--- config.mk ---
export PLATFORM = sky130hd
export DESIGN_NAME = muldiv_unit_flat
export DESIGN_NICKNAME = d
export VERILOG_FILES = /design/src/rtl/muldiv_unit_if.sv /design/src/rtl/muldiv_unit.sv /design/src/flat_wrapper.sv
export SDC_FILE = /design/constraint.sdc
export NUM_CORES = 1
export LEC_CHECK = 0
export CAP_MARGIN = 20
export CORE_MARGIN = 8
export CORE_UTILIZATION = 39
export DETAILED_ROUTE_END_ITERATION = 16
export GPL_TIMING_DRIVEN = 0
export PLACE_DENSITY = 0.62
export SETUP_SLACK_MARGIN = 0.05
export SYNTH_ARGS = -nofsm -noshare
export SYNTH_HDL_FRONTEND = slang
export SYNTH_SLANG_ARGS = --single-unit
--- constraint.sdc ---
create_clock -name SYS_clk -period 5.9 [get_ports SYS_clk]
set_clock_uncertainty 0.1 [all_clocks]
set_input_delay 0.59 -clock SYS_clk [delete_from_list [all_inputs] [get_ports SYS_clk]]
set_output_delay 0.59 -clock SYS_clk [all_outputs]
set_load 0.03 [all_outputs]
--- src/rtl/muldiv_unit_if.sv ---
// Request/response bundle for the multi-cycle multiply/divide unit.
// The core is the master (issues requests, consumes results); the unit is the slave.
interface muldiv_unit_if #(
   parameter int XLEN = 32
);
   logic            req_valid;
   logic            req_ready;
   logic [2:0]      req_funct3;
   logic [XLEN-1:0] req_rs1;
   logic [XLEN-1:0] req_rs2;
   logic [4:0]      req_rd;
   logic            rsp_valid;
   logic            rsp_ready;
   logic [XLEN-1:0] rsp_result;
   logic [4:0]      rsp_rd;

   modport master (
      output req_valid, req_funct3, req_rs1, req_rs2, req_rd, rsp_ready,
      input  req_ready, rsp_valid, rsp_result, rsp_rd
   );

   modport slave (
      input  req_valid, req_funct3, req_rs1, req_rs2, req_rd, rsp_ready,
      output req_ready, rsp_valid, rsp_result, rsp_rd
   );
endinterface

--- src/rtl/muldiv_unit.sv ---
// Multi-cycle RV M-extension unit: shift-add multiply (MUL_BITS/cycle) and
// restoring divide (1 bit/cycle) on magnitudes, with sign fix-up afterwards.
module muldiv_unit #(
   parameter int XLEN     = 32,
   parameter int MUL_BITS = 4
) (
   input  logic         SYS_clk,
   input  logic         SYS_reset_n,
   input  logic         flush,
   muldiv_unit_if.slave bus,
   output logic         busy,
   output logic [1:0]   dbg_state
);
   // Handshakes: a transfer happens on a rising edge where valid && ready are both
   // high; valid never waits on ready, and DONE holds result/rd stable until taken.
   localparam int ITER_MUL = XLEN / MUL_BITS;
   localparam int CW       = $clog2(XLEN) + 1;
   localparam logic [CW-1:0]   MUL_LAST = CW'(ITER_MUL - 1);
   localparam logic [CW-1:0]   DIV_LAST = CW'(XLEN - 1);
   localparam logic [XLEN-1:0] MOST_NEG = {1'b1, {(XLEN-1){1'b0}}};

   typedef enum logic [1:0] {S_IDLE, S_CALC, S_FIX, S_DONE} state_t;

   state_t            state, state_nxt;
   logic [CW-1:0]     cnt;
   logic [2:0]        op_q;
   logic [4:0]        rd_q;
   logic [XLEN-1:0]   opnd;       // multiplicand for mul, divisor for div
   logic [2*XLEN-1:0] acc;        // {hi, multiplier} for mul, quotient in low half for div
   logic [XLEN-1:0]   rem;
   logic              neg_q;
   logic              special_q;
   logic [XLEN-1:0]   spec_res_q;
   logic [XLEN-1:0]   rsp_result_q;
   logic [4:0]        rsp_rd_q;

   logic              accept;
   logic              in_div, a_sgn, b_sgn, div_zero, div_ovf;
   logic [XLEN-1:0]   a_mag, b_mag, spec_res;
   logic [XLEN+MUL_BITS-1:0] mul_hi_ext, mul_a_ext, mul_d_ext, mul_sum;
   logic [XLEN:0]     div_shift, div_diff;
   logic [2*XLEN-1:0] prod;
   logic [XLEN-1:0]   quo, rmd, fix_res;

   assign accept        = bus.req_valid && bus.req_ready;
   assign bus.req_ready = (state == S_IDLE) && !flush;
   assign bus.rsp_valid = (state == S_DONE);
   assign bus.rsp_result = rsp_result_q;
   assign bus.rsp_rd    = rsp_rd_q;
   assign busy          = (state != S_IDLE);
   assign dbg_state     = state;

   // Operand decode at accept: signedness, magnitudes and the two special cases.
   always_comb begin
      in_div = bus.req_funct3[2];
      a_sgn  = 1'b0;
      b_sgn  = 1'b0;
      if (in_div) begin
         a_sgn = bus.req_rs1[XLEN-1] & ~bus.req_funct3[0];
         b_sgn = bus.req_rs2[XLEN-1] & ~bus.req_funct3[0];
      end else begin
         a_sgn = bus.req_rs1[XLEN-1] &
                 ((bus.req_funct3[1:0] == 2'b01) || (bus.req_funct3[1:0] == 2'b10));
         b_sgn = bus.req_rs2[XLEN-1] & (bus.req_funct3[1:0] == 2'b01);
      end
      a_mag    = a_sgn ? -bus.req_rs1 : bus.req_rs1;
      b_mag    = b_sgn ? -bus.req_rs2 : bus.req_rs2;
      div_zero = in_div && (bus.req_rs2 == '0);
      div_ovf  = in_div && !bus.req_funct3[0] &&
                 (bus.req_rs1 == MOST_NEG) && (bus.req_rs2 == '1);
      spec_res = '0;
      if (div_zero)
         spec_res = bus.req_funct3[1] ? bus.req_rs1 : '1;
      else if (div_ovf)
         spec_res = bus.req_funct3[1] ? '0 : bus.req_rs1;
   end

   always_comb begin
      mul_hi_ext = {{MUL_BITS{1'b0}}, acc[2*XLEN-1:XLEN]};
      mul_a_ext  = {{MUL_BITS{1'b0}}, opnd};
      mul_d_ext  = {{XLEN{1'b0}}, acc[MUL_BITS-1:0]};
      mul_sum    = mul_hi_ext + mul_a_ext * mul_d_ext;
      div_shift  = {rem, acc[XLEN-1]};
      div_diff   = div_shift - {1'b0, opnd};
   end

   always_comb begin
      prod    = neg_q ? -acc : acc;
      quo     = neg_q ? -acc[XLEN-1:0] : acc[XLEN-1:0];
      rmd     = neg_q ? -rem : rem;
      fix_res = prod[XLEN-1:0];
      if (special_q)
         fix_res = spec_res_q;
      else if (op_q[2])
         fix_res = op_q[1] ? rmd : quo;
      else if (op_q[1:0] != 2'b00)
         fix_res = prod[2*XLEN-1:XLEN];
   end

   always_ff @(posedge SYS_clk or negedge SYS_reset_n) begin
      if (!SYS_reset_n) state <= S_IDLE;
      else              state <= state_nxt;
   end

   // Special cases still pass through FIX so their result is registered one edge
   // after accept, giving a uniform rsp path.
   always_comb begin
      state_nxt = state;
      case (state)
         S_IDLE: if (accept) state_nxt = (div_zero || div_ovf) ? S_FIX : S_CALC;
         S_CALC: if (cnt == '0) state_nxt = S_FIX;
         S_FIX:  state_nxt = S_DONE;
         S_DONE: if (bus.rsp_ready) state_nxt = S_IDLE;
         default: state_nxt = S_IDLE;
      endcase
      if (flush) state_nxt = S_IDLE;
   end

   always_ff @(posedge SYS_clk or negedge SYS_reset_n) begin
      if (!SYS_reset_n) begin
         cnt          <= '0;
         op_q         <= '0;
         rd_q         <= '0;
         opnd         <= '0;
         acc          <= '0;
         rem          <= '0;
         neg_q        <= 1'b0;
         special_q    <= 1'b0;
         spec_res_q   <= '0;
         rsp_result_q <= '0;
         rsp_rd_q     <= '0;
      end else begin
         case (state)
            S_IDLE: if (accept) begin
               op_q       <= bus.req_funct3;
               rd_q       <= bus.req_rd;
               opnd       <= in_div ? b_mag : a_mag;
               acc        <= {{XLEN{1'b0}}, (in_div ? a_mag : b_mag)};
               rem        <= '0;
               cnt        <= in_div ? DIV_LAST : MUL_LAST;
               neg_q      <= (in_div && bus.req_funct3[1]) ? a_sgn : (a_sgn ^ b_sgn);
               special_q  <= div_zero || div_ovf;
               spec_res_q <= spec_res;
            end
            S_CALC: begin
               cnt <= cnt - CW'(1);
               if (op_q[2]) begin
                  rem             <= div_diff[XLEN] ? div_shift[XLEN-1:0] : div_diff[XLEN-1:0];
                  acc[XLEN-1:0]   <= {acc[XLEN-2:0], ~div_diff[XLEN]};
               end else begin
                  acc <= {mul_sum, acc[XLEN-1:MUL_BITS]};
               end
            end
            S_FIX: begin
               rsp_result_q <= fix_res;
               rsp_rd_q     <= rd_q;
            end
            default: ;
         endcase
      end
   end
endmodule

--- src/flat_wrapper.sv ---
// flat-port wrapper written by rule: the top's interface ports become plain ports
module muldiv_unit_flat 
#(
   parameter int XLEN     = 32,
   parameter int MUL_BITS = 4
)
  (SYS_clk, SYS_reset_n, flush, busy, dbg_state, bus_req_valid, bus_req_funct3, bus_req_rs1, bus_req_rs2, bus_req_rd, bus_rsp_ready, bus_req_ready, bus_rsp_valid, bus_rsp_result, bus_rsp_rd);
  muldiv_unit_if #(.XLEN(XLEN)) bus_i ();
  input  logic SYS_clk;
  input  logic SYS_reset_n;
  input  logic flush;
  output logic busy;
  output logic [1:0] dbg_state;
  input wire logic [$bits(bus_i.req_valid)-1:0] bus_req_valid;
  input wire logic [$bits(bus_i.req_funct3)-1:0] bus_req_funct3;
  input wire logic [$bits(bus_i.req_rs1)-1:0] bus_req_rs1;
  input wire logic [$bits(bus_i.req_rs2)-1:0] bus_req_rs2;
  input wire logic [$bits(bus_i.req_rd)-1:0] bus_req_rd;
  input wire logic [$bits(bus_i.rsp_ready)-1:0] bus_rsp_ready;
  output wire logic [$bits(bus_i.req_ready)-1:0] bus_req_ready;
  output wire logic [$bits(bus_i.rsp_valid)-1:0] bus_rsp_valid;
  output wire logic [$bits(bus_i.rsp_result)-1:0] bus_rsp_result;
  output wire logic [$bits(bus_i.rsp_rd)-1:0] bus_rsp_rd;
  assign bus_i.req_valid = bus_req_valid;
  assign bus_i.req_funct3 = bus_req_funct3;
  assign bus_i.req_rs1 = bus_req_rs1;
  assign bus_i.req_rs2 = bus_req_rs2;
  assign bus_i.req_rd = bus_req_rd;
  assign bus_i.rsp_ready = bus_rsp_ready;
  assign bus_req_ready = bus_i.req_ready;
  assign bus_rsp_valid = bus_i.rsp_valid;
  assign bus_rsp_result = bus_i.rsp_result;
  assign bus_rsp_rd = bus_i.rsp_rd;
  muldiv_unit #(.XLEN(XLEN), .MUL_BITS(MUL_BITS)) u_core (.SYS_clk(SYS_clk), .SYS_reset_n(SYS_reset_n), .flush(flush), .bus(bus_i), .busy(busy), .dbg_state(dbg_state));
endmodule
Word level (Yosys, flattened, before mapping) --
Cells that the tools add are included.
Operators by class: add/subtract/negate cells 8, multiply operators 1, eq/ne operators 13, muxes and demuxes 35, bitwise operators 7, reductions and logical operators 22
Operator list (number):
- $mux W32 | 19
- $mux W64 | 2
- $neg A32 Y32 | 4
- $pmux W64 S2 | 1
- $eq A32 B32 Y1 const B | 2
- $neg A64 Y64 | 1
- $pmux W32 S2 | 1
- $add A32 B36 Y36 | 1
- $mul A32 B4 Y36 | 1
- $sub A33 B32 Y33 | 1
- $logic_not A32 Y1 | 1
- $pmux W6 S2 | 1
- $mux W2 | 5
- $reduce_and A3 Y1 | 3
- $pmux W2 S4 | 1
- $logic_and A1 B1 Y1 | 7
- $eq A2 B2 Y1 const B | 3
- $logic_not A6 Y1 | 1
- $mux W6 | 1
- $ne A3 B2 Y1 const B | 2
- $reduce_bool A2 Y1 | 3
- $sub A6 B1 Y6 const B | 1
- $mux W5 | 1
- $and A1 B1 Y1 | 4
- other kinds (11) | 19
Word-level totals: register bits 215, bits of input ports 77, output and inout bits 42, word-level logic and storage cells 99

Depth between registers and ports, before layout --
Gate-level depths: netlist of the first run.
word-level depth 9, mapped depth 20, depth with buffers taken out 17

Least setup slack after synthesis of the first run --
No wires, ideal clock.
kind register -> register, start register u_core.acc[1], end register u_core.acc[63], library setup time 0.124 ns, arrival time 4.906 ns, required time 5.676 ns, slack 0.770 ns, stages on the path, launching flop included 19, path buffers 2, period minus slack after synthesis 5.130 ns, path through dfrtp_1 -> clkbuf_1 -> inv_1 -> clkbuf_1 -> nor2_1 -> fa_1 -> fa_1 -> inv_1 -> fa_1 -> inv_1 -> ha_1 -> a21o_1 -> a2111o_1 -> o21ai_0 -> o21ai_0 -> a31oi_1 -> o211ai_1 -> mux2i_1 -> a211o_1
On the way: word-level cells in the longest chain between the ends 4
RTL lines:
- start, declared | line muldiv_unit.sv:29 | logic [2*XLEN-1:0] acc;
- start signal, assigned | line muldiv_unit.sv:138 | acc <= {{XLEN{1'b0}}, (in_div ? a_mag : b_mag)};
- start signal, assigned by index | line muldiv_unit.sv:149 | acc[XLEN-1:0] <= {acc[XLEN-2:0], ~div_diff[XLEN]};
- start signal, assigned | line muldiv_unit.sv:151 | acc <= {mul_sum, acc[XLEN-1:MUL_BITS]};
- $mul A32 B4 Y36 | line muldiv_unit.sv:82 | mul_sum = mul_hi_ext + mul_a_ext * mul_d_ext;
- $add A32 B36 Y36 | line muldiv_unit.sv:82
- $mux W32 | line muldiv_unit.sv:147 | if (op_q[2]) begin
- $pmux W64 S2 | line muldiv_unit.sv:133 | case (state)
No other way between the ends. The select of a mux whose other input is x is not followed. A chain may end at the register's enable or synchronous reset.

Worst setup path after layout of the first run --
Ends and elaborated chain as after synthesis.

==> flow_metrics.env, run 1 <==
export IMPL_critical_path_max_fanout=10
export IMPL_ys_types=82
export IMPL_n_antenna_cell=0
export IMPL_cts_buffers=27
export IMPL_dr_wl_met2_mm=37.16
export IMPL_ant_nets=0
export IMPL_nNetsFinal=2993
export IMPL_cp_start_kind="flop"
export IMPL_m1WireLength_mm=35.31
export IMPL_synth_fa_ha_area_share_pct=14.29
export IMPL_setup_viol=0
export IMPL_core_area_mm2=0.05255
export IMPL_ios=119
export IMPL_worst_pin_slew_ps=1073
export IMPL_hold_slack_ps=-69.35
export IMPL_grt_max_degree=116
export IMPL_synth_warnings=0
export IMPL_hpwlAfterDp_mm=68.93
export IMPL_required_ps=6260
export IMPL_cts_setup_buffers=0
export IMPL_drive_above_1_share_pct=4.942
export IMPL_cts_max_path_buffers=3
export IMPL_grt_overflow_total=0
export IMPL_dr_wl_met3_mm=6.686
export IMPL_dr_pass1_iters=6
export IMPL_synth_ff_type="dfrtp_1"
export IMPL_seq_area_mm2=0.005381
export IMPL_drc=0
export IMPL_drt_wl_total_mm=84.74
export IMPL_clkSinkCount=215
export IMPL_clk_pin_slew_worst_paths_ps=60
export IMPL_post_cts_resized=6
export IMPL_first_global_vias=19970
export IMPL_fmax_mhz=181.6
export IMPL_die_w_um=246.3
export IMPL_syn_area_per_cell_um2=7.990
export IMPL_rows=84
export IMPL_syn_area_mm2=0.02068
export IMPL_grt_usage_pct=27.47
export IMPL_highest_layer="met4"
export IMPL_synth_compound_area_share_pct=21.81
export IMPL_synth_area_leaders="dfrtp_1, fa_1, o21ai_0"
export IMPL_endpoint_kind="flop"
export IMPL_async_flop_share_pct=100.0
export IMPL_route_detailed_wl_per_inst_um=24.63
export IMPL_gp_congestion=1.019
export IMPL_ys_ff_latch=215
export IMPL_synth_edf_count=0
export IMPL_hold_violations=22
export IMPL_path_class="reg2reg"
export IMPL_synth_xor_area_share_pct=8.722
export IMPL_htree_levels=1
export IMPL_drv_slew=0
export IMPL_worstPathArrival_ps=5870
export IMPL_min_period_over_period_pct=93.33
export IMPL_seq_area_frac_synth_pct=26.01
export IMPL_tns_ps=0
export IMPL_via_per_inst=5.876
export IMPL_num_vias=20210
export IMPL_io_buffer_count=116
export IMPL_fillers=5286
export IMPL_drtIter0Drc=1929
export IMPL_ctsRootBufferMaster="clkbuf_16"
export IMPL_synth_simple_area_share_pct=18.48
export IMPL_clkLatencyLatePin_ps=590
export IMPL_holdBufCountCts=0
export IMPL_multiInputGateArea_mm2=0.01387
export IMPL_synth_top_family_by_area="compound AO/OA/AOI/OAI gates"
export IMPL_grt_pass1_wl_mm=126.6
export IMPL_violations="hold timing"
export IMPL_areaGrowthSynthToFinish_pct=14.84
export IMPL_maxCapViolCount=0
export IMPL_die_area_mm2=0.06066
export IMPL_yosysTopAreaCellShare_pct=26.01
export IMPL_post_route_min_period_ps=5507
export IMPL_antenna_found_initial=2
export IMPL_synth_cells=2589
export IMPL_synth_largest_area_cell="dfrtp_1"
export IMPL_start_util_pct=39.36
export IMPL_die_y_um=246.3
export IMPL_synth_area_mux_share_pct=3.684
export IMPL_min_path_type="in2async"
export IMPL_rsz0062_at_grt="no"
export IMPL_synth_nets=2847
export IMPL_tritoncts="done"
export IMPL_outcome="finished with violations"
export IMPL_max_slew_margin_pct=27.99
-- metal layers --
metal,global-route usage (%),vias up
li1,-,9273
met1,35.96,9914
met2,42.25,835
met3,5.177,191
met4,15.60,0
met5,0,-
-- final timing paths --
kind                                            startpoint  slack [ps]                                    to  depth (start not counted)
worst max-delay path             u_core.acc[1]$_DFFE_PN0P_         390            u_core.acc[63]$_DFFE_PN0P_                         18
worst min-delay path                           SYS_reset_n         -70            u_core.rem[22]$_DFFE_PN0P_                          1
worst max register to register   u_core.acc[1]$_DFFE_PN0P_         390            u_core.acc[63]$_DFFE_PN0P_                         18
worst min register to register  u_core.rd_q[0]$_DFFE_PN0P_         370            u_core.rd_q[0]$_DFFE_PN0P_                          2
max in group asynchronous                      SYS_reset_n        4630  u_core.bus.rsp_result[6]$_DFFE_PN0N_                          2
min in group SYS_clk            u_core.rd_q[0]$_DFFE_PN0P_         370            u_core.rd_q[0]$_DFFE_PN0P_                          2
-- registers in the layout, summed over array words and instances (netlist names) --
| signal | count |
|---|---|
| u_core.acc | 64 |
| u_core.rd_q | 5 |
| u_core.rem | 32 |
| u_core.op_q | 3 |
| u_core.special_q | 1 |
| u_core.bus.rsp_result | 32 |
| u_core.spec_res_q | 32 |
| u_core.opnd | 32 |
| u_core.neg_q | 1 |
| u_core.bus.rsp_rd | 5 |
| u_core.dbg_state | 2 |
| u_core.cnt | 6 |
-- through the flow --
step | util (%) | area, um2 | setup WS [ps] | cells
floorplan | - | 20680 | 770.0 | 2589
global placement | 43.21 | 22710 | -5325 | 3393
detailed placement | 43.27 | 22740 | -540.7 | 3394
CTS | 45.13 | 23720 | 58.42 | 3439
global route | 45.20 | 23750 | 67.34 | 3440
finish | 45.20 | 23750 | 393.4 | 3440
-- logic make-up after synthesis --
group                      after synthesis
xor gates and xnor gates               206
buffers and inverters                  370
AOI/OAI and AO/OA                      729
and+or+nand+nor                        817
DFF                                    215
adders and majority gates              181
muxes                                   71
-- worst max-delay path, stage by stage, from the launching register on --
cell	delay [ps]
dfrtp_2	510
inv_1	260
clkbuf_2	310
nor2_1	100
fa_1	480
fa_1	560
inv_1	60
fa_1	500
inv_1	40
ha_1	360
inv_1	60
o31a_1	310
a22oi_1	380
o21ai_2	210
o21ai_2	300
a31oi_2	190
o211ai_1	310
mux2i_1	120
a211o_1	280
-- synthesized netlist by cell type, types with 12 or more instances --
library cell / n
mux2i_1: 39
dfrtp_1: 215
xor2_1: 71
nand2_1: 260
xnor2_1: 135
mux2_2: 31
nand4_1: 28
and2_1: 71
ha_1: 89
or3_1: 28
a21o_1: 34
o21bai_1: 13
o41ai_1: 22
o22ai_1: 14
and3_1: 12
o21ai_0: 241
a211oi_1: 31
inv_1: 230
nor2_1: 257
a221oi_1: 13
nor3_1: 37
a31oi_1: 13
nand2b_1: 18
a21oi_1: 200
o31ai_1: 32
nor4_1: 12
clkbuf_1: 110
fa_1: 92
o211ai_1: 19
or4_1: 18
a221o_1: 16
nand3_1: 32
-- cells in the final DEF, fill, tap and decap left out, drive strengths merged, types with 33 or more instances in the layout --
cell type and n:
fa 92, clkbuf 147, dfrtp 215, and2 72, clkdlybuf4s50 115, a21o 34
xnor2 135, nand2 260, xor2 71, nor3 37, inv 232, nor2 258
mux2i 39, o31ai 33, ha 89, a21oi 201, o21ai 247
-- area by class of cell --
| class | count | area share (%) |
|---|---|---|
| Multi-Input combinational cell | 2004 | 58.41 |
| Sequential cell | 215 | 22.65 |
| Timing Repair Buffer | 118 | 5.078 |
| Inverter | 235 | 3.713 |
| Tap cell | 688 | 3.624 |
| Clock buffer | 36 | 3.282 |
| Buffer | 134 | 2.412 |
| Clock inverter | 10 | 0.8270 |
Power of run 1 is not shown: default switching activity piles up to over one toggle a cycle in this logic, so the estimate is an artifact.
==> run 2: changes to the inputs <==
CELL_PAD_IN_SITES_DETAIL_PLACEMENT = 1   (was not set)
CELL_PAD_IN_SITES_GLOBAL_PLACEMENT = 1   (was not set)
CORE_UTILIZATION = 47   (was 39)
PLACE_DENSITY = 0.89   (was 0.62)
SETUP_SLACK_MARGIN = not set   (was 0.05)
==> run 2 against run 1 <==
The flow now finishes without violations. Critical path depth rose by 1. Utilization rose by 8.7 points. Die area fell by 16%. Count of clock-buffer cells in the layout fell by 2. Non-clock buffer count rose by 2. Worst setup slack got worse by 300 ps. First-iteration DRC count fell by 0.88%. Sequential cell count did not move. Cell area fell by 0.55%. Register-to-register slack got worse by 300 ps. Sequential share of layout area rose by 0.12 points. Largest cell class unchanged.
==> flow_metrics.env, run 2 (synthesis results as in run 1) <==
export IMPL_final_common_cell="nand2_1"
export IMPL_ios=119
export IMPL_htree_levels=1
export IMPL_start_util_pct=47.19
export IMPL_grt_pass1_wl_mm=140.1
export IMPL_gp_congestion=1.061
export IMPL_largest_reg_flops=64
export IMPL_die_y_um=225.8
export IMPL_clkLatencyLatePin_ps=580
export IMPL_drive_above_1_share_pct=5.151
export IMPL_cts_max_path_buffers=3
export IMPL_core_area_mm2=0.04384
export IMPL_drv_slew=0
export IMPL_drtIter0Drc=1912
export IMPL_drt_wl_total_mm=93.33
export IMPL_post_route_min_period_ps=5809
export IMPL_grt_max_degree=101
export IMPL_cts_setup_buffers=0
export IMPL_max_flop_register="u_core.acc"
export IMPL_fmax_mhz=172.2
export IMPL_drc=0
export IMPL_reg2reg_from="u_core.acc[1]$_DFFE_PN0P_"
export IMPL_die_w_um=225.8
export IMPL_via_per_inst=6.352
export IMPL_worstPathArrival_ps=6130
export IMPL_critPathMaxStageDelay_ps=540
export IMPL_endpoint_kind="flop"
export IMPL_antenna_found_initial=1
export IMPL_io_buffer_count=116
export IMPL_nNetsFinal=2995
export IMPL_cts_buffers=27
export IMPL_outcome="finished clean"
export IMPL_fillers=5343
export IMPL_cp_startpoint="u_core.acc[1]$_DFFE_PN0P_"
export IMPL_setup_viol=0
export IMPL_final_cell_mix="nand2_1, nor2_1, o21ai_0"
export IMPL_route_detailed_wl_per_inst_um=27.87
export IMPL_maxCapViolCount=0
export IMPL_path_class="reg2reg"
export IMPL_seq_area_mm2=0.005381
export IMPL_first_global_vias=22590
export IMPL_final_area_mm2=0.02362
export IMPL_num_vias=21270
export IMPL_multiInputGateArea_mm2=0.01388
export IMPL_grt_usage_pct=36.03
export IMPL_cp_start_kind="flop"
export IMPL_rows=77
export IMPL_hold_violations=0
export IMPL_die_area_mm2=0.05098
export IMPL_tritoncts="done"
export IMPL_min_period_over_period_pct=98.45
export IMPL_ctsRootBufferMaster="clkbuf_16"
export IMPL_grt_overflow_total=0
export IMPL_clk_pin_slew_worst_paths_ps=60
export IMPL_ant_nets=0
export IMPL_crit_slowest_cell="fa_1"
export IMPL_critical_path_max_fanout=10
export IMPL_hp_start="u_core.spec_res_q[4]$_DFFE_PN0P_"
export IMPL_path_cells="inv_1, clkbuf_2, nor2_1, fa_1, fa_1, inv_1, fa_1, inv_1, ha_1, clkbuf_1, a21oi_1, o21ai_1, a31o_2, a21oi_1, o21ai_1, a31oi_2, nor2_1, a2111oi_0, o31ai_1"
export IMPL_dr_pass1_iters=5
export IMPL_place_area_mm2=0.02265
export IMPL_clkSinkCount=215
export IMPL_areaGrowthSynthToFinish_pct=14.21
export IMPL_max_slew_margin_pct=20.24
export IMPL_required_ps=6220
export IMPL_hpwlAfterDp_mm=74.68
export IMPL_worst_pin_slew_ps=1188
export IMPL_min_path_type="reg2reg"
export IMPL_n_antenna_cell=0
==> run 2: layer usage <==
metal | up-vias | wire length [um] | track usage (%) | share of wire (%)
met4 | 0 | 7752 | 25.83 | 8.3
met1 | 10690 | 35670 | 43.46 | 38
met2 | 987 | 42830 | 58.04 | 46
li1 | 9265 | - | - | -
met5 | - | 0 | 0 | 0
met3 | 334 | 7074 | 6.012 | 7.6
==> run 2: worst max-delay path, delay by kind of cell (launching register included) <==
kind | cells | cell delay, ps
DFF | 1 | 520
AOI/OAI and AO/OA | 8 | 2010
adders and majority gates | 4 | 1820
and+or+nand+nor | 2 | 210
buffers and inverters | 5 | 980
==> run 2: layout make-up <==
cell class / count / share of cell area, %
Multi-Input combinational cell: 2004 / 58.77
Sequential cell: 215 / 22.78
Timing Repair Buffer: 120 / 5.265
Inverter: 235 / 3.734
Clock buffer: 34 / 3.141
Tap cell: 592 / 3.135
Buffer: 134 / 2.442
Clock inverter: 15 / 0.7309
==> run 2: per-stage QoR <==
stage,hold slack (ps),setup WS [ps],utilization [%],instances,setup TNS (ps)
after floorplan,194.4,770.0,-,2589,0
after global placement,352.7,-5223,51.53,3297,-1115840
after detailed placement,365.2,-791.1,51.67,3299,-3355
after CTS,395.0,16.52,53.80,3348,0
after global routing,411.5,-29.02,53.89,3349,-33.38
final,391.2,91.42,53.89,3349,0
==> run 2: worst paths after layout <==
path	slack, ps	cells after the start	end
worst max register to register	90	19	u_core.acc[61]$_DFFE_PN0P_
max in group asynchronous	4270	3	u_core.acc[1]$_DFFE_PN0P_
worst min register to register	390	2	u_core.spec_res_q[4]$_DFFE_PN0P_
worst max-delay path	90	19	u_core.acc[61]$_DFFE_PN0P_
min in group asynchronous	450	2	u_core.acc[55]$_DFFE_PN0P_
worst min-delay path	390	2	u_core.spec_res_q[4]$_DFFE_PN0P_
==> run 2: what timing repair did <==
action                     CTS  global route
hold buffers                 1             0
pin swaps                    0             0
gates cloned                 0             0
setup endpoints to repair   12             6
resized for setup            9            17
hold endpoints to repair    56             0
Power of run 2 is left out for the same reason.
